[src/rtl/board_enable_controller.sv]
// board_enable_controller
//   Generates the 100 us system tick and the global board enable that feeds
//   the CPU power sequencer. Holds enable low for POR_TICKS after power-on,
//   debounces the power request, latches supply faults and enforces a
//   minimum off-time before any restart.
//
// Ports
//   sysclk        in   single clock for the block
//   reset_INV     in   asynchronous active-low reset
//   pwr_req       in   asynchronous power request, high = on
//   fault         in   asynchronous supply fault, high = fault
//   enable        out  registered board enable (high only in ON)
//   tick_100us    out  registered one-cycle tick pulse
//   state         out  current FSM state for status readback
//   fault_latched out  registered sticky fault flag
module board_enable_controller #(
  parameter int unsigned TICK_DIV       = 500,
  parameter int unsigned POR_TICKS      = 100,
  parameter int unsigned DEBOUNCE_TICKS = 20,
  parameter int unsigned MIN_OFF_TICKS  = 100
) (
  input  logic       sysclk,
  input  logic       reset_INV,
  input  logic       pwr_req,
  input  logic       fault,
  output logic       enable,
  output logic       tick_100us,
  output logic [2:0] state,
  output logic       fault_latched
);

  typedef enum logic [2:0] {
    POR_WAIT = 3'b000,
    OFF      = 3'b001,
    ON       = 3'b010,
    FAULT    = 3'b011,
    HOLDOFF  = 3'b100
  } state_t;

  localparam logic [9:0] TICK_LAST = 10'(TICK_DIV - 1);
  localparam logic [7:0] DB_LAST   = 8'(DEBOUNCE_TICKS - 1);
  localparam logic [7:0] POR_T     = 8'(POR_TICKS);
  localparam logic [7:0] MOFF_T    = 8'(MIN_OFF_TICKS);

  logic       req_m, req_s;
  logic       fault_m, fault_s;
  logic [9:0] presc;
  logic       req_db;
  logic [7:0] db_cnt;
  logic [7:0] timer;
  state_t     state_q, state_d;
  logic       fault_clr;

  // Two-flop synchronisers for the asynchronous inputs
  always_ff @(posedge sysclk or negedge reset_INV) begin
    if (!reset_INV) begin
      req_m   <= 1'b0;
      req_s   <= 1'b0;
      fault_m <= 1'b0;
      fault_s <= 1'b0;
    end else begin
      req_m   <= pwr_req;
      req_s   <= req_m;
      fault_m <= fault;
      fault_s <= fault_m;
    end
  end

  // Prescaler; the registered tick is also the internal timebase
  always_ff @(posedge sysclk or negedge reset_INV) begin
    if (!reset_INV) begin
      presc      <= '0;
      tick_100us <= 1'b0;
    end else begin
      tick_100us <= (presc == TICK_LAST);
      if (presc == TICK_LAST) presc <= '0;
      else                    presc <= presc + 10'd1;
    end
  end

  // Debounce: a mismatch must persist across DEBOUNCE_TICKS ticks
  always_ff @(posedge sysclk or negedge reset_INV) begin
    if (!reset_INV) begin
      req_db <= 1'b0;
      db_cnt <= '0;
    end else if (req_s == req_db) begin
      db_cnt <= '0;
    end else if (tick_100us) begin
      if (db_cnt == DB_LAST) begin
        req_db <= req_s;
        db_cnt <= '0;
      end else begin
        db_cnt <= db_cnt + 8'd1;
      end
    end
  end

  always_comb begin
    state_d = state_q;
    if (state_q != FAULT && fault_latched) begin
      state_d = FAULT;
    end else begin
      case (state_q)
        POR_WAIT: if (timer == POR_T)          state_d = OFF;
        OFF:      if (req_db)                  state_d = ON;
        ON:       if (!req_db)                 state_d = HOLDOFF;
        FAULT:    if (!fault_s && !req_db)     state_d = HOLDOFF;
        HOLDOFF:  if (timer == MOFF_T)         state_d = OFF;
        default:                               state_d = OFF;
      endcase
    end
  end

  assign fault_clr = (state_q == FAULT) && (state_d == HOLDOFF);

  // FSM, state timer, fault latch; enable is registered from the next state
  // so it moves on the same edge that state enters or leaves ON.
  always_ff @(posedge sysclk or negedge reset_INV) begin
    if (!reset_INV) begin
      state_q       <= POR_WAIT;
      timer         <= '0;
      enable        <= 1'b0;
      fault_latched <= 1'b0;
    end else begin
      state_q <= state_d;
      enable  <= (state_d == ON);
      if (state_d != state_q)                timer <= '0;
      else if (tick_100us && timer != 8'hFF) timer <= timer + 8'd1;
      // set wins over clear
      if (fault_s)        fault_latched <= 1'b1;
      else if (fault_clr) fault_latched <= 1'b0;
    end
  end

  assign state = state_q;

endmodule

[config.mk]
export PLATFORM = sky130hd
export DESIGN_NAME = board_enable_controller
export DESIGN_NICKNAME = d
export VERILOG_FILES = /design/src/rtl/board_enable_controller.sv
export SDC_FILE = /design/constraint.sdc
export NUM_CORES = 1
export LEC_CHECK = 0
export ABC_AREA = 1
export BUFFER_PORTS_ARGS = -buffer_cell sky130_fd_sc_hd__buf_2
export CELL_PAD_IN_SITES_DETAIL_PLACEMENT = 1
export CELL_PAD_IN_SITES_GLOBAL_PLACEMENT = 2
export CORE_MARGIN = 2
export CORE_UTILIZATION = 33
export CTS_CLUSTER_DIAMETER = 120
export DETAILED_ROUTE_END_ITERATION = 10
export PLACE_DENSITY = 0.85
export SYNTH_ARGS = -nofsm -noshare
export SYNTH_HDL_FRONTEND = slang
export SYNTH_SLANG_ARGS = --single-unit
[constraint.sdc]
create_clock -name sysclk -period 1.4 [get_ports sysclk]
set_clock_uncertainty 0.05 [all_clocks]
set_input_delay 0.14 -clock sysclk [delete_from_list [all_inputs] [get_ports sysclk]]
set_output_delay 0.14 -clock sysclk [all_outputs]
set_load 0.01 [all_outputs]
== Yosys cells after proc, flatten, opt, wreduce, memory -nomap -nowiden ==
Index checks and enable logic that the tools add are counted.
Widths: inputs -> output; s select.

* Input port bits: 4
* Output and inout bits: 6
* Logic and storage cells: 55
* Register bits after elaboration: 37

* Equal/unequal tests: 13
* Reductions and logical operators: 12
* Mux-type cells: 14
* Add/sub/neg operators: 3
* Bitwise logic cells: 1

{| class="wikitable"
|+ Operator list
! cell !! count
|-
| $mux 8 || 5
|-
| $add 8x1->8 const B || 2
|-
| $mux 3 || 5
|-
| $pmux 3 s4 || 1
|-
| $add 10x1->10 const B || 1
|-
| $eq 10x9->1 const B || 1
|-
| $mux 10 || 1
|-
| $eq 3x2->1 const B || 3
|-
| $eq 8x5->1 const B || 1
|-
| $eq 8x7->1 const B || 1
|-
| $ne 8x8->1 const B || 1
|-
| $eq 3x3->1 const B || 2
|-
| $reduce_bool 2->1 || 3
|-
| $logic_and 1x1->1 || 4
|-
| $eq 3x1->1 const B || 1
|-
| $logic_not 3->1 || 1
|-
| $ne 3x2->1 const B || 1
|-
| $ne 3x3->1 || 1
|-
| $reduce_and 3->1 || 1
|-
| $logic_not 1->1 || 2
|-
| $mux 1 || 2
|-
| $reduce_or 2->1 || 1
|-
| $eq 1x1->1 || 1
|-
| $not 1->1 || 1
|}

== Depth between registers and ports, before layout ==
Gate-level depths: netlist (run 1).

* Depth in word-level cells: 9
* Gate-level depth with buffers: 11
* Gate-level depth less buffers: 11

== Worst setup path after synthesis (run 1) ==
Ideal clock, no wire load.

* Kind: reg-to-reg
* Start point: reg timer[0]
* End point: reg timer[4]
* Path slack: -0.076 ns
* Buffers on the path: 1
* Required time: 1.269 ns
* Data arrival time: 1.345 ns
* Period minus slack after synthesis: 1.476 ns
* Setup time: 0.081 ns
* Cell stages (with the launch flop): 10
* Cell sequence: dfrtp_1 > ha_1 > nand2_1 > nor2_2 > a21oi_1 > buf_6 > nand2_1 > nand2_1 > nand2_1 > nor3_2

* Longest elaborated chain between the ends: 6
* Elaborated cells between the ends (all ways): 11
* Those cells by class: add/sub (1); eq/ne (3); mux (5); reduce/logical (2)

{| class="wikitable"
|+ Ends and longest elaborated chain
! element !! line !! text
|-
| start, declared || 50 || <nowiki>logic [7:0] timer;</nowiki>
|-
| start signal, assigned || 128 || <nowiki>else if (tick_100us && timer != 8'hFF) timer <= timer + 8'd1;</nowiki>
|-
| $eq 8x7->1 || 104, 108 ||
|-
| $mux 3 || 104, 108 ||
|-
| $pmux 3 s4 || 103 || <nowiki>case (state_q)</nowiki>
|-
| $mux 3 || 100 || <nowiki>if (state_q != FAULT && fault_latched) begin</nowiki>
|-
| $ne 3x3->1 || 127 || <nowiki>if (state_d != state_q) timer <= '0;</nowiki>
|-
| $mux 8 or $reduce_bool 2->1 (tied branches) || n/a ||
|}

Several ways; a longest one is shown, not always the timed one. The select of a mux whose other input is x is not followed.
A chain may end at the register's enable or synchronous reset.

== Worst setup path after layout (run 1) ==
* Start point: reg timer[0]
* End point: reg timer[1]

The elaborated chain is that of the path after synthesis.

==> results of run 1 <==
==> layer usage <==
| layer | up-vias | global-route usage [%] |
|---|---|---|
| li1 | 880 | - |
| met1 | 897 | 18.8 |
| met2 | 16 | 30.5 |
| met3 | 7 | 3.15 |
| met4 | 0 | 6.10 |
| met5 | - | 0 |
==> state kept, by name, summed over array words and instances, names as in the netlist, 3 cells and up <==
register and cells:
db_cnt 8, presc 10, timer 8, state 3
==> synth_stat cells (all sizes together) <==
| cell | count | area share, % |
|---|---|---|
| nand4 | 1 | 0.32 |
| nor4 | 2 | 0.65 |
| o21ai | 4 | 1.0 |
| inv | 30 | 5.8 |
| nor2 | 27 | 5.5 |
| dfrtp | 37 | 48 |
| buf | 1 | 0.58 |
| ha | 4 | 2.6 |
| nor3b | 3 | 1.2 |
| a21oi | 7 | 1.8 |
| a211oi | 1 | 0.39 |
| xnor2 | 2 | 0.91 |
| or2 | 1 | 0.32 |
| nand3 | 24 | 6.7 |
| o21a | 1 | 0.39 |
| a31oi | 1 | 0.32 |
| nor3 | 16 | 6.5 |
| xor2 | 6 | 3.1 |
| nand3b | 2 | 0.78 |
| nand2 | 59 | 13 |
| o21bai | 1 | 0.39 |
==> power breakdown <==
part	switching (mW)	total (mW)	internal (mW)
clock	0.406	0.806	0.401
sequential	0.0638	1.20	1.13
combinational	0.778	1.28	0.505
total	1.25	3.29	2.04
==> timing repair <==
item                                    CTS  global route
endpoints found under the setup margin   14            27
gates resized for setup                  14            58
hold buffers                              3             0
hold endpoints to repair                 39             0
pin swaps                                 6            21
setup buffers                             3            10
==> stage by stage <==
| step | std cells | cell area [um^2] | utilization (%) | hold WS, ns | setup slack (ns) |
|---|---|---|---|---|---|
| floorplan | 230 | 1950 | - | -0.206 | -0.0225 |
| global placement | 350 | 2390 | 42.8 | 0.0738 | -0.0822 |
| detailed placement | 350 | 2390 | 42.8 | 0.0767 | -0.146 |
| CTS | 364 | 2580 | 46.2 | 0.302 | -0.130 |
| global route | 374 | 2880 | 51.7 | 0.307 | -0.260 |
| finish | 374 | 2880 | 51.7 | 0.290 | -0.191 |
==> cell type report <==
| type | count | area, um^2 | area share (%) |
|---|---|---|---|
| Tap cell | 72 | 90.1 | 3.12 |
| Clock buffer | 7 | 86.3 | 2.99 |
| Multi-Input combinational cell | 162 | 1150 | 39.9 |
| Sequential cell | 37 | 930 | 32.2 |
| Timing Repair Buffer | 65 | 508 | 17.6 |
| Inverter | 30 | 113 | 3.90 |
| Clock inverter | 1 | 7.51 | 0.260 |
==> worst max-delay path: stages, from the launching register on <==
cell and delay [ns]:
sky130_fd_sc_hd__dfrtp_1 0.42, sky130_fd_sc_hd__inv_2 0.10, sky130_fd_sc_hd__ha_4 0.13, sky130_fd_sc_hd__nand2_2 0.05
sky130_fd_sc_hd__nor2_2 0.12, sky130_fd_sc_hd__nand2_1 0.06, sky130_fd_sc_hd__nand2_1 0.07, sky130_fd_sc_hd__nand2_2 0.07
sky130_fd_sc_hd__nand2_2 0.11, sky130_fd_sc_hd__nand2_2 0.08, sky130_fd_sc_hd__nand2_4 0.16, sky130_fd_sc_hd__nor3_2 0.07
==> worst max path at each step <==
stage	from	end	slack, ns	depth (start not counted)
after detailed placement	timer[0]$_DFFE_PN0P_	timer[1]$_DFFE_PN0P_	-0.15	11
after floorplan	timer[0]$_DFFE_PN0P_	timer[0]$_DFFE_PN0P_	-0.02	11
after global routing	timer[0]$_DFFE_PN0P_	timer[0]$_DFFE_PN0P_	-0.26	11
final	timer[0]$_DFFE_PN0P_	timer[1]$_DFFE_PN0P_	-0.19	11
after global placement	timer[1]$_DFFE_PN0P_	timer[7]$_DFFE_PN0P_	-0.08	8
after CTS	timer[0]$_DFFE_PN0P_	timer[0]$_DFFE_PN0P_	-0.13	11
==> kinds of logic after synthesis <==
kind of cell,Yosys count,synth area share (%)
flip-flops,37,48.0
AO/OA/AOI/OAI,15,4.35
adder cells (fa/ha/maj),4,2.59
buffers and inverters,31,6.42
XOR/XNOR,8,4.02
AND/OR/NAND/NOR,135,34.6
==> impl.org, run 1 <==
** Detailed routing
- The detailed router put a total of 2280 um of wire on met1.
- Via total after detailed routing :: 1800
- Top routing layer in use :: met4
- After detailed routing, the number of remaining DRC violations is 0.
- Post-detailed-route count of antenna-violating nets :: 0
- After detailed routing, the average wire length per cell comes to 14.9 um.
- The pre-antenna-repair detailed-routing pass consisted of 4 iterations.
- Sum of met2 wire segment lengths after detailed routing :: 3100 um
- Detail Route met3 WL :: 133 um
- After the first detailed-routing iteration, the DRC count stood at 37.
- Routed wire length :: 5590 um
- Vias per Instance :: 4.81

** Clock tree
- In this run the clock root is driven by a sky130_fd_sc_hd__clkbuf_8.
- Longest Clk Path Bufs :: 2
- The tree built by TritonCTS fans out to 37 sinks.
- TritonCTS built the clock tree.
- Clock latency on the worst-skew pair, taken at its later pin, is 0.29 ns.
- In this run the number of H-tree levels came out at 2.
- Inserted Clock Buffers :: 5
- Clk pin slew, worst setup/hold paths :: 0.08 ns

** GRT
- The first global-routing pass estimated 8360 um of wire.
- Global routing consumed, over all layers together, 16.6% of the routing resources.
- Remaining Overflow, GRT :: 0
- The via count of the first global-routing pass came to 1902.
- Entering global routing, the biggest net connects 38 pins.
- Initial antenna violation count :: 0

** Setup path
- Of all nets on the critical path, the largest fanout is 8.
- Path depth of the worst reg2reg path :: 11
- In this run the register-to-register setup slack is -0.19 ns.
- Data on the critical path arrives at its endpoint at 1.73 ns.
- Critical R2R Launch :: timer[0]$_DFFE_PN0P_
- Nature of the critical path endpoint :: flip-flop
- Required @ worst endpoint :: 1.53 ns
- Reg-to-Reg End :: timer[1]$_DFFE_PN0P_
- CP Class :: flip-flop to flip-flop
- Launching element type of the critical path :: flip-flop

** Hold path
- Worst hold-check path type :: input pin to asynchronous set/reset pin

** Floorplan
- After floorplanning, the core was sized to cover 5570 um^2.
- In this run the core area contains 27 standard-cell rows.
- Pin placement for this block handled 10 I/O pins.
- Die footprint :: 6470 um^2
- Die span in x :: 80.5 um
- The initial utilization of the core area, before any placement, comes to 34.6%.
- The floorplan step set the die height to 80.5 um.

** STA
- For this run, the top clock speed supported by timing is 628 MHz.
- Counting I/O delays and the setup requirement, the final critical path takes 1.59 ns.
- Final Hold Fails :: 0
- Final number of max-transition violations :: 0
- Post-route fraction of the period consumed by the critical path :: 114%
- For the pin with the worst max-slew slack, the measured transition is 0.287 ns.
- Crit path setup slack, layout :: -0.191 ns
- Final count of negative-setup-slack endpoints :: 13
- Unrepaired setup endpoints after global routing :: yes
- Headroom to the max-slew limit came out at 80.9%.
- Summed over all failing endpoints, the final setup total negative slack is -1.79 ns.

** Finish
- Net total in the final layout :: 309
- Leaving out fill and tap cells, the most frequent cell in the layout is sky130_fd_sc_hd__buf_4.
- Top library cells by usage in the layout, fill and taps aside :: sky130_fd_sc_hd__buf_4, sky130_fd_sc_hd__nand2_1, sky130_fd_sc_hd__dfrtp_1
- Antenna diodes :: 0
- Synthesis-to-layout area growth :: 49.5%
- The layout has 663 filler cells.
- Fraction of layout cells with a size suffix above 1 :: 51.3%

** Pwr
- In this run the power density over the cells is 1140 nW/um^2.
- PnR Total Power :: 3.29 mW
- The analysis attributes to cell leakage a power of 1.26 nW.
- VDD sags by at most 0.000649 V.

** Yosys
- Portion of the post-synthesis area used by sequential elements :: 48.0%
- The netlist uses 28 different library cells.
- Number of nets produced by synthesis :: 238
- Mapped Avg Cell Area :: 8.39 um^2
- Yosys warning count :: 0
- The synthesized netlist occupies a cell area of 1930 um^2.
- Counting every instance in the synthesized netlist gives 230.
- After synthesis the netlist holds a flip-flop and latch count of 37.

** Place
- Post-detail-place hpwl :: 3420 um
- Weighted congestion reported at the end of routability-driven placement :: 0.751
- Number of buffers added on ports :: 9

** Run
- Max-capacitance violation count :: 0

** Run status
- Outcome :: finished with violations
- Violated checks :: negative setup slack
No activity file was read; power rests on OpenSTA's default activity.
==> run 2: changes to the inputs <==
--- a/config.mk
+++ b/config.mk
@@ -7,10 +7,8 @@
 export LEC_CHECK = 0
 export ABC_AREA = 1
 export BUFFER_PORTS_ARGS = -buffer_cell sky130_fd_sc_hd__buf_2
-export CELL_PAD_IN_SITES_DETAIL_PLACEMENT = 1
-export CELL_PAD_IN_SITES_GLOBAL_PLACEMENT = 2
 export CORE_MARGIN = 2
-export CORE_UTILIZATION = 33
+export CORE_UTILIZATION = 54
 export CTS_CLUSTER_DIAMETER = 120
 export DETAILED_ROUTE_END_ITERATION = 10
 export PLACE_DENSITY = 0.85
==> run 2 against run 1 <==
Effect of this change: the run still ends with negative setup slack left; first-iteration DRC count increased by 140%; setup slack improved by 0.10 ns; clock power decreased by 0.7%; highest routed layer unchanged.
==> impl.org, run 2 (synthesized netlist as in run 1, its figures left out) <==
** Setup path
- The arrival time at the worst endpoint is 1.71 ns (-0.02 ns).
- The maximum fanout encountered on the critical timing path came to 8 (unchanged).
- Nature of the critical path endpoint :: flip-flop
- The critical path is of the flip-flop to flip-flop type.
- STA classifies the critical path startpoint as a flip-flop.
- The required time of the worst setup path was 1.63 ns (+0.10 ns).

** STA
- The worst hold slack after final layout was 0.289 ns (-0.00108 ns).
- The final worst-path cycle share was 106% (-7.4 points).
- The number of pins exceeding their max-slew limit in the final report is 0 (unchanged).
- The slew of the pin with the lowest slew margin is 0.468 ns (+0.181 ns).
- Worst slew margin :: 68.8% (-12 points)
- Crit path setup slack, layout :: -0.0876 ns (+0.104 ns)
- The setup-violating endpoint count in the final report was 10 (-3).
- The peak clock frequency supported by timing was 672 MHz (+7.0%).
- Shortest period the worst path allows :: 1.49 ns (-0.104 ns)
- The number of hold violations in the final report was 0 (unchanged).
- Unrepaired setup endpoints after global routing :: yes

** GRT
- The global-route congestion overflow total came to 0 (unchanged).
- The largest net degree at the start of global routing was 38 (unchanged).
- Initial antenna violation count :: 0 (unchanged)
- The wire length of the first global-routing pass came to 6380 um (-24%).
- Vias in the first global route :: 1515 (-20%)
- The overall routing resource usage came to 20.5% (+3.9 points).

** Finish
- The library cell used most frequently in the layout, excluding fill and tap cells, is sky130_fd_sc_hd__nand2_1.
- The number of standard cells in the layout, taps in and fillers out came to 327 (-13%).
- Max reg flops :: 10 (unchanged)
- The final antenna diode count was 0 (unchanged).
- Fraction of layout cells with a size suffix above 1 :: 42.3% (-9.0 points)
- The area growth from synthesis to layout is 33.4%.
- The largest registers in the layout are presc: 10 flops, db_cnt: 8 flops, timer: 8 flops.
- Counting flops per register, the top entry is presc.
- Leaving out fill and tap cells, the most frequent cells in the layout are sky130_fd_sc_hd__nand2_1, sky130_fd_sc_hd__dfrtp_1, sky130_fd_sc_hd__buf_4.
- The final-stage net count is 288 (-6.8%).

** Floorplan
- The starting density of the core is 56.9% (+22 points).
- The area of the die was 4070 um^2 (-37%).
- The height of the die was 63.8 um (-21%).
- The number of standard-cell rows in the floorplan was 21 (-22%).
- Core footprint :: 3390 um^2 (-39%)
- The I/O pin total was 10 (unchanged).
- Die span in x :: 63.8 um (-21%)

** Clock tree
- TritonCTS built the clock tree.
- The number of clock sinks seen by CTS is 37 (unchanged).
- The deepest clock path buffer count is 2 (unchanged).
- CTS HTree Levels :: 2 (unchanged)
- Clock tree root driver cell :: sky130_fd_sc_hd__clkbuf_4
- Clk pin slew, worst setup/hold paths :: 0.12 ns (+0.04 ns)
- The TritonCTS buffer count was 5 (unchanged).
- Clk Latency, worst-skew pair :: 0.36 ns (+0.07 ns)

** Run
- The number of max-cap violations was 0 (unchanged).

** Detailed routing
- The number of nets still failing antenna checks after routing came to 0 (unchanged).
- Routed wire length :: 4130 um (-26%)
- TritonRoute pass-1 iters :: 4 (unchanged)
- Number of remaining DRC errors :: 0 (unchanged)
- The via count normalized by instance count was 5.16 (+7.3%).
- The count of routing violations after the opening detailed-route iteration came to 87 (+140%).
- Via total after detailed routing :: 1688 (-6.2%)
- The average detailed-routed wire length per instance is 12.6 um (-16%).

** Hold path
- The tightest min-delay check is of the input pin to asynchronous set/reset pin type.

** Pwr
- Max IR drop VDD :: 0.000659 V (+1.6%)
- Power density over the cells :: 1250 nW/um^2 (+9.4%)
- The leakage power figure is 1.14 nW (-9.4%).

** Place
- Post-detail-place hpwl :: 2660 um (-22%)
- Weighted congestion reported at the end of routability-driven placement :: 0.883 (+18%)
- The count of port buffers added during placement came to 9 (unchanged).
- Placed Instances :: 307 (-12%)

** Run status
- The flow ran to the end, but the final reports show violations.
- Violated checks :: negative setup slack
==> run 2: area by class of cell <==
cell class,count,area (um^2)
multi-input cells,162,1060
flip-flops and latches,37,931
fillers,222,816
repair buffers,44,317
inverters,30,115
well taps,46,57.6
clock buffers,6,51.3
clock inverters,2,37.5
==> run 2: worst max-delay path, cell delays in order, from the launching register on <==
cell and delay, ns:
sky130_fd_sc_hd__dfrtp_2 0.47, sky130_fd_sc_hd__nand2_1 0.10, sky130_fd_sc_hd__buf_4 0.11, sky130_fd_sc_hd__nand3_2 0.09, sky130_fd_sc_hd__nand3_2 0.10, sky130_fd_sc_hd__xor2_2 0.20, sky130_fd_sc_hd__nand2_4 0.14, sky130_fd_sc_hd__nor3_2 0.13
==> run 2: where the power goes <==
group	leakage (nW)	internal, mW	switching, mW
Clock	0.0445	0.424	0.376
Combinational	0.624	0.456	0.736
Sequential	0.476	1.14	0.0785
==> run 2: per-stage QoR <==
step,utilization [%],cell area [um^2],setup slack [ns],setup TNS [ns],power [mW]
global placement,65.3,2210,-0.0566,-0.446,2.25
floorplan,-,1950,-0.0225,-0.176,1.89
finish,75.9,2570,-0.0876,-0.610,3.21
global route,75.9,2570,-0.210,-2.17,3.37
CTS,70.5,2390,-0.0940,-0.668,3.13
detailed placement,65.3,2210,-0.0907,-0.695,2.29
==> run 2: worst paths after layout <==
kind	slack [ns]	endpoint	from	cells after the start
worst max-delay path	-0.09	timer[5]$_DFFE_PN0P_	state[1]$_DFF_PN0_	7
worst min-delay path	0.29	req_db$_DFFE_PN0P_	reset_INV	3
worst min register to register	0.31	req_s$_DFF_PN0_	req_m$_DFF_PN0_	0
min in group sysclk	0.31	req_s$_DFF_PN0_	req_m$_DFF_PN0_	0
worst max register to register	-0.09	timer[5]$_DFFE_PN0P_	state[1]$_DFF_PN0_	7
max in group asynchronous	0.66	presc[2]$_DFF_PN0_	reset_INV	3
==> run 2: what timing repair did <==
| item | CTS | global route |
|---|---|---|
| setup buffers | 3 | 5 |
| resized for setup | 12 | 38 |
| hold buffers | 3 | 0 |
| endpoints found under the hold margin | 39 | 0 |
| pin swaps | 9 | 16 |
| cloned | 1 | 0 |
| setup endpoints to repair | 10 | 26 |
==> run 2: metal layers <==
metal | up-vias | part of all wire [%] | routed length [um] | track usage (%)
met3 | 9 | 4.2 | 172 | 6.16
met1 | 806 | 42 | 1730 | 24.1
li1 | 836 | - | - | -
met2 | 37 | 52 | 2140 | 34.9
met5 | - | 0 | 0 | 0
met4 | 0 | 2.2 | 89 | 8.70
